[config.mk]
export PLATFORM = sky130hd
export DESIGN_NAME = packet_ejector
export DESIGN_NICKNAME = d
export VERILOG_FILES = /design/src/rtl/packet_ejector.sv
export SDC_FILE = /design/constraint.sdc
export NUM_CORES = 1
export LEC_CHECK = 0
export CAP_MARGIN = 0
export CORE_MARGIN = 2
export CORE_UTILIZATION = 50
export DETAILED_ROUTE_END_ITERATION = 8
export PLACE_DENSITY = 0.8
export SLEW_MARGIN = 20
export SYNTH_ARGS = -nofsm -noshare
export SYNTH_HDL_FRONTEND = slang
export SYNTH_SLANG_ARGS = --single-unit
[constraint.sdc]
create_clock -name CLK -period 10.8 [get_ports CLK]
set_input_delay 1.08 -clock CLK [delete_from_list [all_inputs] [get_ports CLK]]
set_output_delay 1.08 -clock CLK [all_outputs]
set_load 0.05 [all_outputs]
[src/rtl/packet_ejector.sv]
// packet_ejector: NoC local-port sink. Flit FIFO with credit return, packet reassembly and checking.
// Optional tail checksum check is compiled in when EJECTOR_CHECKSUM_EN is defined.
`ifndef BUFFERSIZE_WIDTH
`define BUFFERSIZE_WIDTH $clog2(P_DEPTH + 1)
`endif

module packet_ejector #(
  parameter int unsigned P_LOCAL_ID = 0,
  parameter int unsigned P_DEPTH    = 4,
  parameter int unsigned P_ID_W     = 8,
  parameter int unsigned P_SRC_W    = 4,
  parameter int unsigned P_DST_W    = 4,
  parameter int unsigned P_MAX_BODY = 5
) (
  input  logic                           CLK,
  input  logic                           RST,
  input  logic                           data_valid,
  input  logic [33:0]                    data_in,
  output logic [`BUFFERSIZE_WIDTH-1:0]   credit_feedback,
  input  logic                           consume_ready,
  output logic                           pkt_done,
  output logic [P_ID_W-1:0]              pkt_id,
  output logic [P_SRC_W-1:0]             pkt_src,
  output logic [3:0]                     pkt_len,
  output logic [3:0]                     pkt_err,
  output logic                           overflow,
  output logic [15:0]                    pkt_count
);

  localparam int unsigned FLIT_W = 34;
  localparam int unsigned PTR_W  = (P_DEPTH > 1) ? $clog2(P_DEPTH) : 1;
  localparam int unsigned CNT_W  = $clog2(P_DEPTH + 1);
  localparam int unsigned CRED_W = `BUFFERSIZE_WIDTH;
  localparam int unsigned PL_W   = 28 - P_ID_W;

  localparam logic [1:0] T_HEAD = 2'b10;
  localparam logic [1:0] T_BODY = 2'b11;
  localparam logic [1:0] T_TAIL = 2'b01;

  typedef enum logic {S_HEAD, S_BODY} state_e;

  // FIFO storage and bookkeeping
  logic [FLIT_W-1:0] mem_q [P_DEPTH];
  logic [PTR_W-1:0]  wr_ptr_q, wr_ptr_d, rd_ptr_q, rd_ptr_d;
  logic [CNT_W-1:0]  count_q, count_d;
  logic [CRED_W-1:0] credit_q, credit_d;
  logic              overflow_q, overflow_d;
  logic              full_c, push_c, pop_c;

  // Packet checker state and registered report
  state_e            state_q, state_d;
  logic [P_ID_W-1:0] id_q, id_d;
  logic [P_SRC_W-1:0] src_q, src_d;
  logic [3:0]        cnt_q, cnt_d;
  logic [3:0]        acc_q, acc_d;
  logic              done_q, done_d;
  logic [P_ID_W-1:0] oid_q, oid_d;
  logic [P_SRC_W-1:0] osrc_q, osrc_d;
  logic [3:0]        olen_q, olen_d;
  logic [3:0]        oerr_q, oerr_d;
  logic [15:0]       pcnt_q, pcnt_d;

  logic [FLIT_W-1:0]  flit_c;
  logic [1:0]         ftype_c;
  logic [P_ID_W-1:0]  fid_c;
  logic [P_SRC_W-1:0] fsrc_c;
  logic [P_DST_W-1:0] fdst_c;
  logic [PL_W-1:0]    fpl_c;
  logic               dst_bad_c, id_bad_c, cs_bad_c;
  logic [3:0]         cnt_inc_c;
  logic [4:0]         len_tail_c, len_abort_c;
  logic               unused_flags;

  assign full_c = (count_q == CNT_W'(P_DEPTH));
  assign push_c = data_valid && !full_c;
  assign pop_c  = (count_q != '0) && consume_ready;

  assign flit_c  = mem_q[rd_ptr_q];
  assign ftype_c = flit_c[33:32];
  assign fid_c   = flit_c[P_ID_W+3:4];
  assign fsrc_c  = flit_c[31 -: P_SRC_W];
  assign fdst_c  = flit_c[31-P_SRC_W -: P_DST_W];
  assign fpl_c   = flit_c[31:P_ID_W+4];
  assign unused_flags = ^flit_c[3:0];

  assign dst_bad_c   = (fdst_c != P_DST_W'(P_LOCAL_ID));
  assign id_bad_c    = (fid_c != id_q);
  assign cnt_inc_c   = (cnt_q == 4'hF) ? 4'hF : cnt_q + 4'd1;
  assign len_tail_c  = {1'b0, cnt_q} + 5'd2;
  assign len_abort_c = {1'b0, cnt_q} + 5'd1;

`ifdef EJECTOR_CHECKSUM_EN
  // Field is zero-extended so any set bit above the low 20 also flags an error
  assign cs_bad_c = (32'(fpl_c) != 32'h000F_0F0F);
`else
  assign cs_bad_c = 1'b0;
`endif

  always_comb begin
    count_d    = count_q + CNT_W'(push_c) - CNT_W'(pop_c);
    wr_ptr_d   = push_c ? wr_ptr_q + PTR_W'(1) : wr_ptr_q;
    rd_ptr_d   = pop_c  ? rd_ptr_q + PTR_W'(1) : rd_ptr_q;
    credit_d   = CRED_W'(P_DEPTH) - CRED_W'(count_d);
    overflow_d = overflow_q | (data_valid & full_c);
  end

  always_comb begin
    state_d = state_q;
    id_d    = id_q;
    src_d   = src_q;
    cnt_d   = cnt_q;
    acc_d   = acc_q;
    done_d  = 1'b0;
    oid_d   = oid_q;
    osrc_d  = osrc_q;
    olen_d  = olen_q;
    oerr_d  = oerr_q;
    pcnt_d  = pcnt_q;

    if (pop_c) begin
      case (state_q)
        S_HEAD: begin
          if (ftype_c == T_HEAD) begin
            id_d    = fid_c;
            src_d   = fsrc_c;
            cnt_d   = 4'd0;
            acc_d   = {3'b000, dst_bad_c};
            state_d = S_BODY;
          end else begin
            done_d = 1'b1;
            oid_d  = fid_c;
            osrc_d = '0;
            olen_d = 4'd1;
            oerr_d = 4'b0100;
          end
        end
        S_BODY: begin
          case (ftype_c)
            T_BODY: begin
              cnt_d    = cnt_inc_c;
              acc_d[2] = acc_q[2] | (fpl_c != PL_W'(cnt_inc_c))
                         | (32'(cnt_inc_c) > P_MAX_BODY);
              acc_d[1] = acc_q[1] | id_bad_c;
            end
            T_TAIL: begin
              done_d  = 1'b1;
              oid_d   = id_q;
              osrc_d  = src_q;
              olen_d  = len_tail_c[4] ? 4'hF : len_tail_c[3:0];
              oerr_d  = acc_q | {cs_bad_c, 1'b0, id_bad_c, 1'b0};
              state_d = S_HEAD;
            end
            T_HEAD: begin
              // Abort the open packet, then restart on this head
              done_d = 1'b1;
              oid_d  = id_q;
              osrc_d = src_q;
              olen_d = len_abort_c[4] ? 4'hF : len_abort_c[3:0];
              oerr_d = acc_q | 4'b0100;
              id_d   = fid_c;
              src_d  = fsrc_c;
              cnt_d  = 4'd0;
              acc_d  = {3'b000, dst_bad_c};
            end
            default: acc_d[2] = 1'b1;
          endcase
        end
        default: state_d = S_HEAD;
      endcase
    end

    if (done_d && (oerr_d == 4'b0000) && (pcnt_q != 16'hFFFF)) begin
      pcnt_d = pcnt_q + 16'd1;
    end
  end

  always_ff @(posedge CLK) begin
    if (push_c) begin
      mem_q[wr_ptr_q] <= data_in;
    end
  end

  always_ff @(posedge CLK or negedge RST) begin
    if (!RST) begin
      wr_ptr_q   <= '0;
      rd_ptr_q   <= '0;
      count_q    <= '0;
      credit_q   <= CRED_W'(P_DEPTH);
      overflow_q <= 1'b0;
      state_q    <= S_HEAD;
      id_q       <= '0;
      src_q      <= '0;
      cnt_q      <= '0;
      acc_q      <= '0;
      done_q     <= 1'b0;
      oid_q      <= '0;
      osrc_q     <= '0;
      olen_q     <= '0;
      oerr_q     <= '0;
      pcnt_q     <= '0;
    end else begin
      wr_ptr_q   <= wr_ptr_d;
      rd_ptr_q   <= rd_ptr_d;
      count_q    <= count_d;
      credit_q   <= credit_d;
      overflow_q <= overflow_d;
      state_q    <= state_d;
      id_q       <= id_d;
      src_q      <= src_d;
      cnt_q      <= cnt_d;
      acc_q      <= acc_d;
      done_q     <= done_d;
      oid_q      <= oid_d;
      osrc_q     <= osrc_d;
      olen_q     <= olen_d;
      oerr_q     <= oerr_d;
      pcnt_q     <= pcnt_d;
    end
  end

  assign credit_feedback = credit_q;
  assign overflow        = overflow_q;
  assign pkt_done        = done_q;
  assign pkt_id          = oid_q;
  assign pkt_src         = osrc_q;
  assign pkt_len         = olen_q;
  assign pkt_err         = oerr_q;
  assign pkt_count       = pcnt_q;

endmodule

==> parameters.txt, run 1 <==
Parameter                              Value

Outcome
  Status    completed

Floorplanning
  Site Rows    45
  Initial core utilization    51.18%
  Vert. Die Dim    128.7 um
  Die area    16,570 um2
  Die width    128.7 um
  Floorplan core area    15,200 um2
  Top-level port count    79

Power and ir drop
  Sequential fraction of design power    40.4%
  IR drop worst, VDD    0.1823 mV
  Net switching power figure    1056 uW
  Static Leakage    0.003427 uW
  Int Power    1687 uW
  Power density normalized to cell area    295.5 nW/um2
  Switching fraction of total power    38.50%
  Combinational cell fraction of total power    36.9%
  Clock network power share    22.8%

Place
  Routability-driven placement congestion ratio    0.8130
  Post-DP HPWL    9602 um
  Port buffer count    74

Min path
  Worst hold path class    flop to flop

Timing
  Final sum of negative setup slack    0 ns
  Fin crit share    31.75%
  Final Skew    0.01479 ns
  Final Max Slew Viols    0
  Max-slew headroom at the worst pin    37.85%
  Worst Tran Pin Value    0.9323 ns
  Hold Vio Cnt, Final    0
  Setup repair after global routing missed its margin    false
  Count of final setup violators    0
  Minimum hold slack    0.4836 ns
  Highest clock frequency the design can meet    291.7 MHz
  Post-layout min period    3.429 ns

Global route
  Total congestion overflow    0
  Global-route usage over all layers    18.82%
  Antenna violations before repair    0
  Maximum number of pins on one net before global-route repair    68
  Global-route wire length before repair    23,670 um
  Number of global-route vias before repair    4,721

Route
  Number of DRC violations after detailed-routing iteration 0    285
  Via-per-instance ratio    5.711
  WL per Instance    18.03 um
  Count of vias placed by the detailed router    4,592
  Wirelength, routed    14,500 um
  Length of the first detailed-routing pass in iterations    5
  DRC violation count after routing    0
  Antenna Nets Post-Route    0

Clocking
  TritonCTS Sinks    187
  Worst-path clk slew    0.07 ns
  Clock tree from TritonCTS    built
  Cts repair resizes    0
  Setup Buffers After CTS    0
  Cts bufs inserted    17
  Maximum number of buffers from clock root to sink    2
  Clock latency at the later pin of the worst-skew pair    0.44 ns
  CTS root buf    clkbuf_16
  H-tree depth    4
  Post-CTS Hold Buffers    0

Logic synthesis
  Most common flop cell mapped by yosys    edfxtp_1
  Number of flops mapped to enable cells by yosys    120
  Leading post-synthesis cells by cell area    edfxtp_1 46%, dfrtp_1 21%, xnor2_1 2.9%
  Synth async-reset ratio    35.83%
  Share of synthesized area occupied by flip-flops and latches    67.88%
  Yosys Warn Count    0
  Dominant cell by count in the synthesized netlist    edfxtp_1
  Flops & latches, synth    187
  Library cell with the largest summed area after synthesis    edfxtp_1
  Number of nets produced by synthesis    580
  Number of distinct library cells after synthesis    58
  Synthesized instance count    528
  Combined area of all synthesized cells    7780 um2
  Average size of a mapped cell    14.73 um2
  Fraction of post-synthesis cell area in the top cell type by area    46.32%
  Most used standard cells in the synthesized netlist    120 x edfxtp_1, 66 x dfrtp_1, 46 x nand2_1, 27 x o21ai_0, 26 x xnor2_1

Worst setup path
  Crit path launch type    flop
  Type of the worst setup path    flop to flop
  Flop2flop setup slack    7.37 ns
  Critical path fanouts, max    22
  Endpoint arrival time on the critical path    3.74 ns
  Endpoint required time on the critical path    11.11 ns
  Worst Setup End Kind    flop

Job
  Max Cap Violations    0

Cells and area
  Area overhead of the layout relative to synthesis    19.35%
  Ratio of cells with drive above 1 in the final layout    11.69%
  Final Core Density    61.08%
  Fillcell total    1,133
  Final layout net count    655
  Diode insertion count for antenna repair    0
[layout make-up]
class                      count  area (um2)  share of cell area [%]
clock buffer                  17       425.4                   4.582
clock inverter                15       178.9                   1.927
inverter                      23       86.33                  0.9298
multi-input combinational    295        2305                   24.82
sequential                   187        5281                   56.88
tap                          188       235.2                   2.533
timing repair buffer          79       773.2                   8.328
[critical path: stages, from the launching register on]
cell	delay, ns
dfrtp_1	0.95
mux4_2	0.47
inv_1	0.08
ha_1	0.55
inv_1	0.29
and3_1	0.24
and2_1	0.24
nand2_1	0.16
mux2_4	0.31
[routing by layer]
layer / vias up / wire, um / track usage [%]
met5: - / 0 / 0
met3: 13 / 892 / 5.572
met2: 153 / 7258 / 32.34
li1: 2146 / - / -
met4: 0 / 179 / 6.202
met1: 2280 / 6167 / 22.97
[power by group through the flow]
stage	registers, uW	logic [uW]	clock network, uW
6_report	1110	1010	624
5_1_grt	1130	1110	669
4_1_cts	1110	1020	634
3_5_place_dp	1120	1020	0
3_3_place_gp	1100	979	0
2_1_floorplan	1210	641	0
[layout by cell type (no fill, tap or decap), types with 3 or more instances in the layout]
cell type / instances
and2_1: 4
clkdlybuf4s50_1: 73
inv_1: 23
nand2b_1: 3
dfrtp_1: 66
nor3_1: 6
clkinv_8: 3
mux2_2: 16
mux4_1: 8
nand3_1: 17
and3_1: 9
and2_2: 3
xnor2_1: 26
ha_1: 13
mux2i_1: 9
buf_4: 5
o22ai_1: 6
inv_8: 5
a22oi_1: 5
mux4_2: 9
nor4_1: 13
a21oi_1: 9
inv_6: 3
edfxtp_1: 120
o21ai_0: 27
nand4_1: 7
nand2_1: 46
nor2_1: 16
clkbuf_16: 17
[registers in the layout (all words and copies together) (netlist names), 2 cells and up]
signal and cells:
credit_feedback 3, pkt_count 16, pkt_src 4, pkt_len 4, wr_ptr_q 2, rd_ptr_q 2
pkt_id 8, cnt_q 4, count_q 2, pkt_err 4, mem_q 120, acc_q 3
id_q 8, src_q 4
[stage by stage]
stage               power (uW)  cells  worst slack, ns  cell area, um2
finish                    2743    804            7.371            9285
global placement          2082    772            7.266            8681
floorplan                 1852    528            7.176            7780
detailed placement        2139    772            7.116            8681
CTS                       2760    804            7.381            9285
global route              2909    804            7.137            9285
[kinds of logic (layout without fill, tap and decap cells)]
kind of cell    count (synthesis)  in the layout  share of synthesized area [%]
xor+xnor                       27             27                          3.040
flops                         187            187                          67.88
mux                            43             43                          8.974
simple gates                  134            134                          8.540
fa+ha+maj                      14             14                          2.348
compound gates                 77             77                          6.610
buf+inv                        46            134                          2.605
[final timing paths]
check | start | end | cells after the start
max | rd_ptr_q[1]$_DFFE_PN0P_ | pkt_count[1]$_DFFE_PN0P_ | 8
min | overflow$_DFF_PN0_ | overflow$_DFF_PN0_ | 1
max reg2reg | rd_ptr_q[1]$_DFFE_PN0P_ | pkt_count[1]$_DFFE_PN0P_ | 8
min reg2reg | overflow$_DFF_PN0_ | overflow$_DFF_PN0_ | 1
max in group asynchronous | RST | cnt_q[2]$_DFFE_PN0P_ | 2
min in group asynchronous | RST | pkt_count[2]$_DFFE_PN0P_ | 2
Power figures use the tool's default switching activity.
==> run 2, diff against run 1 <==
==> constraint.sdc (replaced) <==
create_clock -name CLK -period 3.6 [get_ports CLK]
set_input_delay 0.36 -clock CLK [delete_from_list [all_inputs] [get_ports CLK]]
set_output_delay 0.36 -clock CLK [all_outputs]
set_load 0.05 [all_outputs]
==> run 2 against run 1 <==
Via count is 2.5% higher. Critical path depth stayed put. Sequential power grew to 2.9 times the previous value. Register-to-register slack worse by 6.8 ns. Clock-buffer cell count stayed put. Largest cell class unchanged. Clock power grew to 3.0 times the previous value. Routed wire length is 0.74% higher. Hold slack hardly changed. Highest routed layer unchanged.
==> parameters.txt, run 2 (synthesis gave the netlist of run 1 again) <==
Parameter                              Value

Min path
  Source of the worst hold timing path    overflow$_DFF_PN0_
  Worst hold path class    flop to flop
  Worst hold path depth    1 (unchanged)
  Hold EP    overflow$_DFF_PN0_

Worst setup path
  Top delay family on crit path    simple AND/OR/NAND/NOR gates
  Cells on worst reg2reg path    8 (unchanged)
  Endpoint arrival time on the critical path    3.30 ns (-0.44 ns)
  Crit-path max cell delay    0.59 ns (-0.36 ns)
  Cell chain of the critical path    mux4_2 > inv_1 > ha_1 > nor3_1 > and3_1 > and2_1 > nand2_1 > mux2_4
  Startpoint of the worst register-to-register path    rd_ptr_q[0]$_DFFE_PN0P_
  Count of buffer and inverter cells on the critical path    1 (-1)
  Flop2flop setup slack    0.61 ns (-6.76 ns)
  Type of the worst setup path    flop to flop
  Worst flop-to-flop path endpoint    pkt_count[1]$_DFFE_PN0P_
  Worst Setup End Kind    flop
  Crit path launch type    flop
  Crit-path slowest cell    mux4_2
  Critical path fanouts, max    9 (-59%)
  Endpoint required time on the critical path    3.91 ns (-7.20 ns)

Clocking
  TritonCTS Sinks    187 (unchanged)
  Worst-path clk slew    0.07 ns (about the same)
  Clock tree from TritonCTS    built
  Cts bufs inserted    17 (unchanged)
  Setup Buffers After CTS    0 (unchanged)
  Maximum number of buffers from clock root to sink    2 (unchanged)
  Clock latency at the later pin of the worst-skew pair    0.42 ns (-0.02 ns)
  CTS root buf    clkbuf_16
  H-tree depth    4 (unchanged)

Place
  Post-DP HPWL    9714 um (+1.2%)
  Post-place instance area    8752 um2 (+0.82%)
  Routability-driven placement congestion ratio    0.8331 (+2.5%)
  Port buffer count    74 (unchanged)

Route
  Count of vias placed by the detailed router    4,705 (+2.5%)
  Antenna Nets Post-Route    0 (unchanged)
  WL per Instance    17.92 um (-0.62%)
  DRC violation count after routing    0 (unchanged)
  Wirelength, routed    14,610 um (+0.74%)
  Via-per-instance ratio    5.773 (+1.1%)
  Number of DRC violations after detailed-routing iteration 0    282 (-1.1%)
  Length of the first detailed-routing pass in iterations    7 (+2)

Power and ir drop
  Static Leakage    0.003481 uW (+1.6%)
  IR drop worst, VDD    0.5168 mV (+180%)
  Sequential fraction of design power    39.3% (-1.1 points)
  Int Power    5157 uW (+210%)
  Clock network power share    22.3% (-0.5 points)
  Switching fraction of total power    37.90% (-0.61 points)
  Power density normalized to cell area    887.2 nW/um2 (+200%)
  Net switching power figure    3147 uW (+200%)
  Combinational cell fraction of total power    38.5% (+1.6 points)

Timing
  Highest clock frequency the design can meet    334.9 MHz (+15%)
  Post-layout min period    2.986 ns (-0.4426 ns)
  Final sum of negative setup slack    0 ns (unchanged)
  Final Max Slew Viols    0 (unchanged)
  Setup repair after global routing missed its margin    false
  Hold Vio Cnt, Final    0 (unchanged)
  Count of final setup violators    0 (unchanged)
  Max-slew headroom at the worst pin    54.53% (+17 points)
  Final Skew    0.009827 ns (-0.004964 ns)
  Fin crit share    82.94% (+51 points)
  Worst Tran Pin Value    0.6820 ns (-0.2503 ns)

Global route
  Maximum number of pins on one net before global-route repair    38 (-44%)
  Antenna violations before repair    0 (unchanged)
  Global-route usage over all layers    18.59% (-0.23 points)
  Total congestion overflow    0 (unchanged)
  Number of global-route vias before repair    4,625 (-2.0%)
  Global-route wire length before repair    23,470 um (-0.87%)

Floorplanning
  Site Rows    45 (unchanged)
  Die area    16,570 um2 (unchanged)
  Floorplan core area    15,200 um2 (unchanged)
  Vert. Die Dim    128.7 um (unchanged)
  Initial core utilization    51.18% (unchanged)
  Top-level port count    79 (unchanged)
  Die width    128.7 um (unchanged)

Cells and area
  Area overhead of the layout relative to synthesis    20.30%
  Ratio of cells with drive above 1 in the final layout    12.44% (+0.75 points)
  Top register by number of flip-flops    mem_q
  Post-route cell area    9359 um2 (+0.80%)
  Final layout net count    666 (+1.7%)
  Commonest non-fill, non-tap cell in the layout    edfxtp_1
  Commonest non-fill, non-tap cells in the layout    120 x edfxtp_1, 73 x clkdlybuf4s50_1, 66 x dfrtp_1
  Max FFs per register    120 (unchanged)
  Diode insertion count for antenna repair    0 (unchanged)

Job
  Max Cap Violations    0 (unchanged)

Outcome
  Status    completed
==> run 2: cell count changes in the layout (fill, tap and decap cells not counted), sizes merged <==
cell	before	now
buf	6	16
bufinv	0	1
clkinv	3	5
clkinvlp	2	1
dlygate4sd3	0	1
inv	33	31
==> run 2: layout make-up <==
class | count | area [um2]
inverters | 23 | 86.33
flip-flops and latches | 187 | 5281
repair buffers | 90 | 858.3
well taps | 188 | 235.2
clock buffers | 17 | 425.4
clock inverters | 15 | 171.4
multi-input cells | 295 | 2301
fillers | 1110 | 5843
==> run 2: how the worst max path moves through the flow <==
stage	from	end	slack (ns)	cells after the start
6_report	rd_ptr_q[0]$_DFFE_PN0P_	pkt_count[1]$_DFFE_PN0P_	0.61	8
5_1_grt	rd_ptr_q[0]$_DFFE_PN0P_	pkt_count[1]$_DFFE_PN0P_	0.48	8
4_1_cts	rd_ptr_q[0]$_DFFE_PN0P_	pkt_count[1]$_DFFE_PN0P_	0.67	8
3_5_place_dp	data_valid	credit_feedback[2]$_DFF_PN1_	0.70	10
3_3_place_gp	rd_ptr_q[0]$_DFFE_PN0P_	pkt_count[10]$_DFFE_PN0P_	0.75	8
2_1_floorplan	rd_ptr_q[0]$_DFFE_PN0P_	pkt_count[1]$_DFFE_PN0P_	0.15	13
==> run 2: power by group through the flow <==
| stage | logic, uW | clock network (uW) | registers, uW |
|---|---|---|---|
| 2_1_floorplan | 1930 | 0 | 3630 |
| 3_3_place_gp | 3060 | 0 | 3250 |
| 3_5_place_dp | 3180 | 0 | 3290 |
| 4_1_cts | 3210 | 1890 | 3260 |
| 5_1_grt | 3470 | 1980 | 3320 |
| 6_report | 3200 | 1850 | 3260 |
==> run 2: timing repair <==
action	4_1_cts	5_1_grt
endpoints found under the hold margin	30	0
gates resized for setup	0	0
hold buffers	1	0
endpoints found under the setup margin	0	0
==> run 2: layer usage <==
| metal | part of all wire, % | wire length [um] | vias up | global-route usage (%) |
|---|---|---|---|---|
| met4 | 1.1 | 159 | 0 | 5.627 |
| met3 | 6.5 | 953 | 14 | 5.156 |
| li1 | - | - | 2175 | - |
| met2 | 51 | 7418 | 151 | 31.53 |
| met5 | 0 | 0 | - | 0 |
| met1 | 42 | 6073 | 2365 | 23.56 |
==> run 2: metrics by stage <==
step | cells | setup slack [ns] | power [uW] | hold WS [ns] | utilization [%]
after global placement | 782 | 0.7527 | 6306 | 0.4368 | 57.57
final | 815 | 0.6141 | 8303 | 0.4834 | 61.56
after floorplan | 528 | 0.1475 | 5557 | 0.06441 | -
after CTS | 815 | 0.6705 | 8349 | 0.4839 | 61.56
after detailed placement | 782 | 0.6965 | 6475 | 0.4374 | 57.57
after global routing | 815 | 0.4823 | 8766 | 0.4969 | 61.56
==> run 3, diff against run 2 <==
==> constraint.sdc (replaced) <==
create_clock -name CLK -period 3.06 [get_ports CLK]
set_input_delay 0.306 -clock CLK [delete_from_list [all_inputs] [get_ports CLK]]
set_output_delay 0.306 -clock CLK [all_outputs]
set_load 0.05 [all_outputs]
==> run 3 against run 2 <==
Critical path depth rose by 1. Largest power group is now combinational logic. Global-route usage rose by 0.24 points. Die area did not move. Highest routed layer unchanged. Non-clock buffer count rose by 7. Via count fell by 0.66%. Critical path type unchanged. Cell area is 0.57% higher. Sequential share of layout area shrank 0.32 points.
==> parameters.txt, run 3 (synthesis gave the netlist of run 1 again) <==
Parameter                              Value

Power and ir drop
  Static Leakage    0.003527 uW (+1.3%)
  Switching fraction of total power    37.10% (-0.79 points)
  Combinational cell fraction of total power    39.3% (+0.8 points)
  Clock network power share    21.7% (-0.6 points)
  Net switching power figure    3644 uW (+16%)
  IR drop worst, VDD    0.4810 mV (-6.9%)
  Power density normalized to cell area    1043 nW/um2 (+18%)
  Sequential fraction of design power    39.0% (-0.3 points)
  Int Power    6177 uW (+20%)

Cells and area
  Diode insertion count for antenna repair    0 (unchanged)
  Max FFs per register    120 (unchanged)
  Commonest non-fill, non-tap cell in the layout    edfxtp_1
  Top register by number of flip-flops    mem_q
  Fillcell total    1,097 (-1.2%)
  Area overhead of the layout relative to synthesis    20.99%
  Commonest non-fill, non-tap cells in the layout    120 x edfxtp_1, 73 x clkdlybuf4s50_1, 66 x dfrtp_1
  Ratio of cells with drive above 1 in the final layout    13.72% (+1.3 points)
  Final layout net count    673 (+1.1%)
  Number of cells in the finished layout apart from fillers    822 (+0.86%)

Worst setup path
  Logic depth of the worst setup path including buffers    9 (+1)
  Worst Setup End Kind    flop
  End point of the critical path    pkt_len[2]$_DFFE_PN0P_
  Critical path fanouts, max    23 (+14)
  Endpoint arrival time on the critical path    3.01 ns (-0.29 ns)
  Cells on worst reg2reg path    9 (+1)
  Count of buffer and inverter cells on the critical path    2 (+1)
  Top delay family on crit path    compound AO/OA/AOI/OAI gates
  Startpoint of the worst register-to-register path    rd_ptr_q[0]$_DFFE_PN0P_
  Endpoint required time on the critical path    3.33 ns (-0.58 ns)
  Type of the worst setup path    flop to flop
  Cell chain of the critical path    buf_12 > mux4_2 > ha_1 > inv_1 > o21ai_0 > a221o_1 > and3_1 > a21oi_1 > o221ai_1
  Crit-path max cell delay    0.56 ns (-0.03 ns)
  Crit path launch type    flop
  Crit-path slowest cell    mux4_2
  Flop2flop setup slack    0.33 ns (-0.28 ns)
  Worst flop-to-flop path endpoint    pkt_len[2]$_DFFE_PN0P_
  Beginning of the critical path    rd_ptr_q[0]$_DFFE_PN0P_

Route
  WL per Instance    17.79 um (-0.71%)
  Via-per-instance ratio    5.686 (-1.5%)
  DRC violation count after routing    0 (unchanged)
  Count of vias placed by the detailed router    4,674 (-0.66%)
  Wirelength, routed    14,630 um (+0.14%)
  Antenna Nets Post-Route    0 (unchanged)
  Length of the first detailed-routing pass in iterations    6 (-1)
  Number of DRC violations after detailed-routing iteration 0    286 (+1.4%)

Outcome
  Status    completed

Clocking
  CTS root buf    clkbuf_16
  Worst-path clk slew    0.07 ns (about the same)
  TritonCTS Sinks    187 (unchanged)
  Clock tree from TritonCTS    built
  Clock latency at the later pin of the worst-skew pair    0.42 ns (about the same)
  H-tree depth    4 (unchanged)
  Cts bufs inserted    17 (unchanged)
  Cts repair resizes    0 (unchanged)
  Setup Buffers After CTS    0 (unchanged)
  Maximum number of buffers from clock root to sink    2 (unchanged)

Min path
  Worst hold path class    input pin to asynchronous set/reset pin

Timing
  Final sum of negative setup slack    0 ns (unchanged)
  Final Skew    0.008784 ns (-0.001042 ns)
  Worst Tran Pin Value    0.6611 ns (-0.02090 ns)
  Fin crit share    89.24% (+6.3 points)
  Setup repair after global routing missed its margin    false
  Hold Vio Cnt, Final    0 (unchanged)
  Final WS setup    0.3291 ns (-0.2849 ns)
  Final Max Slew Viols    0 (unchanged)
  Max-slew headroom at the worst pin    55.92% (+1.4 points)
  Highest clock frequency the design can meet    366.2 MHz (+9.3%)
  Post-layout min period    2.731 ns (-0.2551 ns)
  Count of final setup violators    0 (unchanged)

Place
  Routability-driven placement congestion ratio    0.8492 (+1.9%)
  Post-DP HPWL    9909 um (+2.0%)
  Port buffer count    74 (unchanged)
  Worst slack, placed    0.3945 ns (-0.3020 ns)
  Placed Instances    789 (+0.90%)

Floorplanning
  Vert. Die Dim    128.7 um (unchanged)
  Site Rows    45 (unchanged)
  Die area    16,570 um2 (unchanged)
  Die width    128.7 um (unchanged)
  Floorplan core area    15,200 um2 (unchanged)
  Top-level port count    79 (unchanged)
  Initial core utilization    51.18% (unchanged)

Job
  Max Cap Violations    0 (unchanged)

Global route
  Global routing usage on met1    24.42% (+0.85 points)
  Global-route wire length before repair    23,760 um (+1.3%)
  Maximum number of pins on one net before global-route repair    31 (-18%)
  Total congestion overflow    0 (unchanged)
  Grt peak-use layer    met2
  Antenna violations before repair    0 (unchanged)
  Global-route usage over all layers    18.84% (+0.24 points)
  Number of global-route vias before repair    4,724 (+2.1%)
  Met2 Resource Use GR    31.12% (-0.40 points)
  Met3 usage    4.865% (-0.29 points)
## run 3: cell types whose count changed in the layout (fill, tap and decap cells not counted), moves of 2 or more
cell,before,now
buf_4,15,21
clkinv_2,0,3
inv_8,7,2
clkbuf_2,0,2
clkinv_4,3,1
inv_4,0,2
## run 3: worst register-to-register path: stages (launching register included)
cell,delay [ns]
dfrtp_1,0.38
buf_12,0.20
mux4_2,0.56
ha_1,0.22
inv_1,0.24
o21ai_0,0.14
a221o_1,0.36
and3_1,0.19
a21oi_1,0.15
o221ai_1,0.15
## run 3: worst min-delay path by stage
stage | start | endpoint
finish | RST | cnt_q[2]$_DFFE_PN0P_
CTS | RST | pkt_count[11]$_DFFE_PN0P_
global placement | RST | credit_feedback[1]$_DFF_PN0_
floorplan | RST | acc_q[0]$_DFFE_PN0P_
detailed placement | RST | credit_feedback[1]$_DFF_PN0_
global route | RST | pkt_count[11]$_DFFE_PN0P_
## run 3: final cells by class
type / instances / area (um2) / share of cell area, %
clock buffers: 21 / 474.2 / 5.038
clock inverters: 11 / 106.4 / 1.130
inverters: 23 / 86.33 / 0.9172
multi-input cells: 295 / 2306 / 24.50
flip-flops and latches: 187 / 5281 / 56.11
well taps: 188 / 235.2 / 2.499
repair buffers: 97 / 923.4 / 9.810
## run 3: per-layer routing
| metal | share of wire [%] | wire, um | up-vias |
|---|---|---|---|
| li1 | - | - | 2178 |
| met1 | 42 | 6122 | 2311 |
| met2 | 50 | 7366 | 164 |
| met5 | 0 | 0 | - |
| met3 | 6.4 | 929 | 21 |
| met4 | 1.4 | 208 | 0 |
## run 3: per-stage QoR
| step | hold WS, ns | power (uW) | utilization (%) | area [um2] |
|---|---|---|---|---|
| 4_1_cts | 0.4663 | 9871 | 61.92 | 9413 |
| 2_1_floorplan | 0.01041 | 6561 | - | 7796 |
| 5_1_grt | 0.5041 | 10410 | 61.92 | 9413 |
| 3_5_place_dp | 0.3751 | 7719 | 58.03 | 8822 |
| 6_report | 0.4595 | 9821 | 61.92 | 9413 |
| 3_3_place_gp | 0.3657 | 7514 | 58.03 | 8822 |
## run 3: power groups by stage
stage	combinational, uW	sequential (uW)	clock (uW)
CTS	3880	3820	2170
floorplan	2290	4270	0
global placement	3690	3820	0
finish	3860	3830	2130
global route	4200	3900	2310
detailed placement	3850	3870	0
## run 3: what timing repair did
| action | CTS | global route |
|---|---|---|
| endpoints found under the setup margin | 0 | 0 |
| hold buffers | 1 | 0 |
| hold endpoints to repair | 25 | 0 |
==> RTL edit 1: new RTL, flow settings as in run 3 <==
The parameter `P_ID_W` goes from 8 to 10.
--- a/src/rtl/packet_ejector.sv
+++ b/src/rtl/packet_ejector.sv
@@ -9,3 +9,3 @@
   parameter int unsigned P_DEPTH    = 4,
-  parameter int unsigned P_ID_W     = 8,
+  parameter int unsigned P_ID_W     = 10,
   parameter int unsigned P_SRC_W    = 4,
Ports: changed (resized pkt_id); port bits go from 79 to 81. The function was not compared with the original's and may differ.
==> RTL edit 1 against run 3 <==
Routed wire length decreased by 1.4%. Cell area increased by 1.5%. Area after synthesis up 1.5%. Global-route usage decreased by 0.25 points. Non-clock buffer count is 6 lower. Setup slack lost 51 ps. First-iteration DRC count rose by 12%. Power grew 3.3%. Sequential share of layout area is 0.20 points higher. Sequential cell count is 4 higher. Die area grew 1.5%. Clock power is 9% higher. Maximum frequency is 1.8% lower. Critical path depth down 2. Critical path type unchanged. Largest cell class unchanged. Largest power group is now registers.
==> RTL edit 1: results (changes against run 3) <==
| Metric | Value |
|---|---|
| Slowest-stage cell, CP | mux4_2 (unchanged) |
| Total Nets Final | 658 (was 673) |
| Adder-cell share of the synthesized area | 2.313% (was 2.348%) |
| Mux share of post-synthesis cell area | 10.17% (was 8.974%) |
| Area of the multi-input gates | 2338 sq um (was 2306 sq um) |
| Ys Warns | 0 (unchanged) |
| Pre-CTS setup slack | 278.1 ps (was 394.5 ps) |
| Status | complete, no violations (unchanged) |
| Syn avg cell area | 15.25 sq um (was 14.73 sq um) |
| H-Tree Depth | 4 (unchanged) |
| Non-Filler Instances | 830 (was 822) |
| Static leakage | 3.524 nW (was 3.527 nW) |
| Maximum vdd drop | 0.0004902 V (was 0.0004810 V) |
| Synth Area in XOR/XNOR | 3.548% (was 3.040%) |
| Violation count after the first detailed-routing iteration | 321 (was 286) |
| Clk_lat worst skew | 430 ps |
| Post-synth EDFFs | 120 (unchanged) |
| Fin Clk Skew | 8.992 ps (was 8.784 ps) |
| Synth area leaders | edfxtp_1, dfrtp_1, mux4_2, xnor2_1, mux2_2 (was edfxtp_1, dfrtp_1, xnor2_1, mux4_1, mux4_2) |
| Kind of cell adding the most delay to the critical path | multiplexers (was compound AO/OA/AOI/OAI gates) |
| Tot GR Track Use | 18.59% (was 18.84%) |
| Area after DPL | 8929 sq um (was 8822 sq um) |
| Filler cells | 1134 (was 1097) |
| Port Buffers | 76 (was 74) |
| Top cells by count, synth | edfxtp_1, dfrtp_1, nand2_1 (unchanged) |
| GPL Wtd Cong | 0.8537 (was 0.8492) |
| Sw Pwr | 0.003705 W (was 0.003644 W) |
| Ratio of cells with drive above 1 in the final layout | 14.22% (was 13.72%) |
| Syn Nets | 570 (was 580) |
| Asr flop ratio synth | 37.17% (was 35.83%) |
| First-pass GRT wire length | 23540 um (was 23760 um) |
| Placed insts | 798 (was 789) |
| Router iterations before antenna repair | 4 (was 6) |
| Max stage delay on crit path | 580 ps (was 560 ps) |
| Largest net degree at the start of global routing | 72 (was 31) |
| WL/cell | 17.37 um (was 17.79 um) |
| DR vias | 4610 (was 4674) |
| Post-synthesis sequential area ratio | 68.13% (was 67.88%) |
| Slew @ Worst Pin | 975.2 ps (was 661.1 ps) |
| Hpwl dp | 9417 um (was 9909 um) |
| Synth Area in Compound Gates | 5.718% (was 6.610%) |
| Arrival @ worst endpoint | 3100 ps (was 3010 ps) |
==> RTL edit 1: cells by family after synthesis <==
logic type / Yosys count
flip-flops: 191
AND/OR/NAND/NOR: 121
AO/OA/AOI/OAI: 71
multiplexers: 50
buffers and inverters: 39
XOR/XNOR: 32
adder cells (fa/ha/maj): 14
==> RTL edit 1: power groups by stage <==
stage	registers, W	clock network (W)	logic (W)
after floorplan	0.00441	0	0.00235
after global placement	0.00393	0	0.00375
after detailed placement	0.00399	0	0.00388
after CTS	0.00395	0.00236	0.00391
after global routing	0.00403	0.00247	0.00424
final	0.00395	0.00232	0.00388
==> RTL edit 1: final timing paths <==
check / from / end / slack (ps) / depth (start not counted)
max in group asynchronous: RST / pkt_done / 2380 / 2
min in group CLK: overflow / overflow / 470 / 1
worst max-delay path: rd_ptr_q[0] / pkt_count[12] / 280 / 7
worst max register to register: rd_ptr_q[0] / pkt_count[12] / 280 / 7
worst min-delay path: RST / overflow / 70 / 2
worst min register to register: overflow / overflow / 470 / 1
==> RTL edit 1: layout make-up <==
class                      instances  area share [%]
inverter                          17          0.6676
timing repair buffer              91           9.216
multi-input combinational        288           24.47
sequential                       191           56.30
clock buffer                      17           4.451
clock inverter                    15           2.134
tap                              211           2.762
==> RTL edit 1: routing by layer <==
layer | share of wire, % | wire, um | track usage (%)
met2 | 49 | 7046 | 30.67
met1 | 43 | 6204 | 24.51
met4 | 1.5 | 216 | 5.819
met5 | 0 | 0 | 0
met3 | 6.6 | 946 | 4.797
==> RTL edit 2: new RTL, settings of run 3 <==
Without the edit above. Take the reset off `id_q` and load it in a clocked block of its own.
--- a/src/rtl/packet_ejector.sv
+++ b/src/rtl/packet_ejector.sv
@@ -190,3 +190,2 @@
       state_q    <= S_HEAD;
-      id_q       <= '0;
       src_q      <= '0;
@@ -207,3 +206,2 @@
       state_q    <= state_d;
-      id_q       <= id_d;
       src_q      <= src_d;
@@ -220,2 +218,6 @@
 
+  always_ff @(posedge CLK) begin
+    id_q <= id_d;
+  end
+
   assign credit_feedback = credit_q;
Check against the original RTL: same outputs for any inputs over 4 cycles, from zero or initial values and one cycle with RST low; that may be too few to reach the edited logic, so the function may still have changed.
==> RTL edit 2 against run 3 <==
Power down 2.2%. Sequential cell count unchanged. Die area down 1.1%. Area after synthesis down 1.1%. Global-route usage down 0.42 points. Clock power up 4%. Routed wire length down 1.7%. Setup slack worse by 95 ps. Cell area down 1.0%. Maximum frequency down 3.4%.
==> RTL edit 2: results (changes against run 3) <==
| Metric | Value |
|---|---|
| Arrival @ worst endpoint | 3130 ps (was 3010 ps) |
| Hpwl dp | 9816 um (was 9909 um) |
| Asr flop ratio synth | 31.55% (was 35.83%) |
| Tot GR Track Use | 18.42% (was 18.84%) |
| Router iterations before antenna repair | 5 (was 6) |
| Syn avg cell area | 15.00 sq um (was 14.73 sq um) |
| Via density | 5.694 (was 5.686) |
| Post-synthesis sequential area ratio | 69.15% (was 67.88%) |
| GPL Wtd Cong | 0.8292 (was 0.8492) |
| Synth cell types | 60 (was 58) |
| Status | complete, no violations (unchanged) |
| Synth area leaders | edfxtp_1, dfrtp_1, mux4_2, xnor2_1, nand2_1 (was edfxtp_1, dfrtp_1, xnor2_1, mux4_1, mux4_2) |
| Drt total wl | 14380 um (was 14630 um) |
| Maximum vdd drop | 0.0005307 V (was 0.0004810 V) |
| Total Nets Final | 658 (was 673) |
| Top cells by count, synth | edfxtp_1, dfrtp_1, nand2_1 (unchanged) |
| Hold WC Path Type | flip-flop to flip-flop (was primary input to asynchronous set/reset pin) |
| Static leakage | 3.447 nW (was 3.527 nW) |
| Pre-CTS setup slack | 242.6 ps (was 394.5 ps) |
| Rel. slew slack | 44.81% (was 55.92%) |
| Sw Share | 36.87% (was 37.10%) |
| CP max FO | 12 (was 23) |
| WL/cell | 17.82 um (was 17.79 um) |
| Largest net degree at the start of global routing | 37 (was 31) |
| R2r setup slk | 230 ps (was 330 ps) |
| Crit Reg-Reg Endpoint | pkt_count[4] (was pkt_len[2]) |
| Placed insts | 774 (was 789) |
| Post-synth EDFFs | 128 (was 120) |
| Ratio of cells with drive above 1 in the final layout | 11.79% (was 13.72%) |
| Fin Clk Skew | 11.91 ps (was 8.784 ps) |
| Syn Nets | 565 (was 580) |
| Filler cells | 1110 (was 1097) |
## RTL edit 2: final cells by class
type	instances	area [sq um]	area share (%)
Timing Repair Buffer	96	903.4	9.695
Clock inverter	14	175.2	1.880
Sequential cell	187	5321	57.11
Tap cell	188	235.2	2.525
Multi-Input combinational cell	286	2186	23.46
Clock buffer	18	429.2	4.606
Inverter	18	67.56	0.7251
## RTL edit 2: metrics by stage
stage | hold WS (ps) | util, % | cell area, sq um
6_report | 486.8 | 61.52 | 9318
5_1_grt | 501.8 | 61.52 | 9318
4_1_cts | 489.8 | 61.52 | 9318
3_5_place_dp | 452.3 | 57.46 | 8703
3_3_place_gp | 446.4 | 57.46 | 8703
2_1_floorplan | 10.41 | - | 7702
## RTL edit 2: worst max path at each step
stage	startpoint	end	slack, ps
after floorplan	rd_ptr_q[0]	pkt_count[4]	8
final	rd_ptr_q[0]	pkt_count[4]	230
after global placement	rd_ptr_q[0]	pkt_count[9]	290
after global routing	rd_ptr_q[0]	pkt_count[9]	50
after CTS	rd_ptr_q[0]	pkt_count[4]	220
after detailed placement	rd_ptr_q[0]	pkt_count[6]	240
## RTL edit 2: layer usage
layer / share of wire [%] / vias up / GRT usage, %
li1: - / 2133 / -
met4: 1.8 / 0 / 6.852
met5: 0 / - / 0
met1: 42 / 2294 / 22.82
met3: 5.0 / 24 / 4.466
met2: 51 / 144 / 31.61
## RTL edit 2: power by group through the flow
stage               sequential, W  combinational, W  clock (W)
floorplan                 0.00427           0.00209          0
global placement          0.00384           0.00340          0
detailed placement        0.00389           0.00353          0
CTS                       0.00385           0.00355    0.00226
global route              0.00392           0.00384    0.00237
finish                    0.00385           0.00354    0.00222
## RTL edit 2: logic make-up (layout without fill, tap and decap cells)
| family | after synthesis | count (layout) | share of synthesized area, % |
|---|---|---|---|
| compound gates | 70 | 70 | 5.854 |
| xor+xnor | 28 | 28 | 3.187 |
| fa+ha+maj | 14 | 14 | 2.374 |
| buf+inv | 40 | 146 | 2.439 |
| flops | 187 | 187 | 69.15 |
| mux | 37 | 37 | 8.032 |
| simple gates | 137 | 137 | 8.959 |
## RTL edit 2: what timing repair did
item                                   in CTS  in global routing
hold buffers                                1                  0
endpoints found under the hold margin      24                  0
gates resized for setup                     0                  0
## RTL edit 2: worst max-delay path: cells and delay by family, from the launching register on
| kind | cells | cell delay (ps) |
|---|---|---|
| multiplexers | 1 | 560 |
| AO/OA/AOI/OAI | 2 | 720 |
| AND/OR/NAND/NOR | 1 | 120 |
| flip-flops | 1 | 500 |
| XOR/XNOR | 2 | 310 |
| buffers and inverters | 2 | 500 |
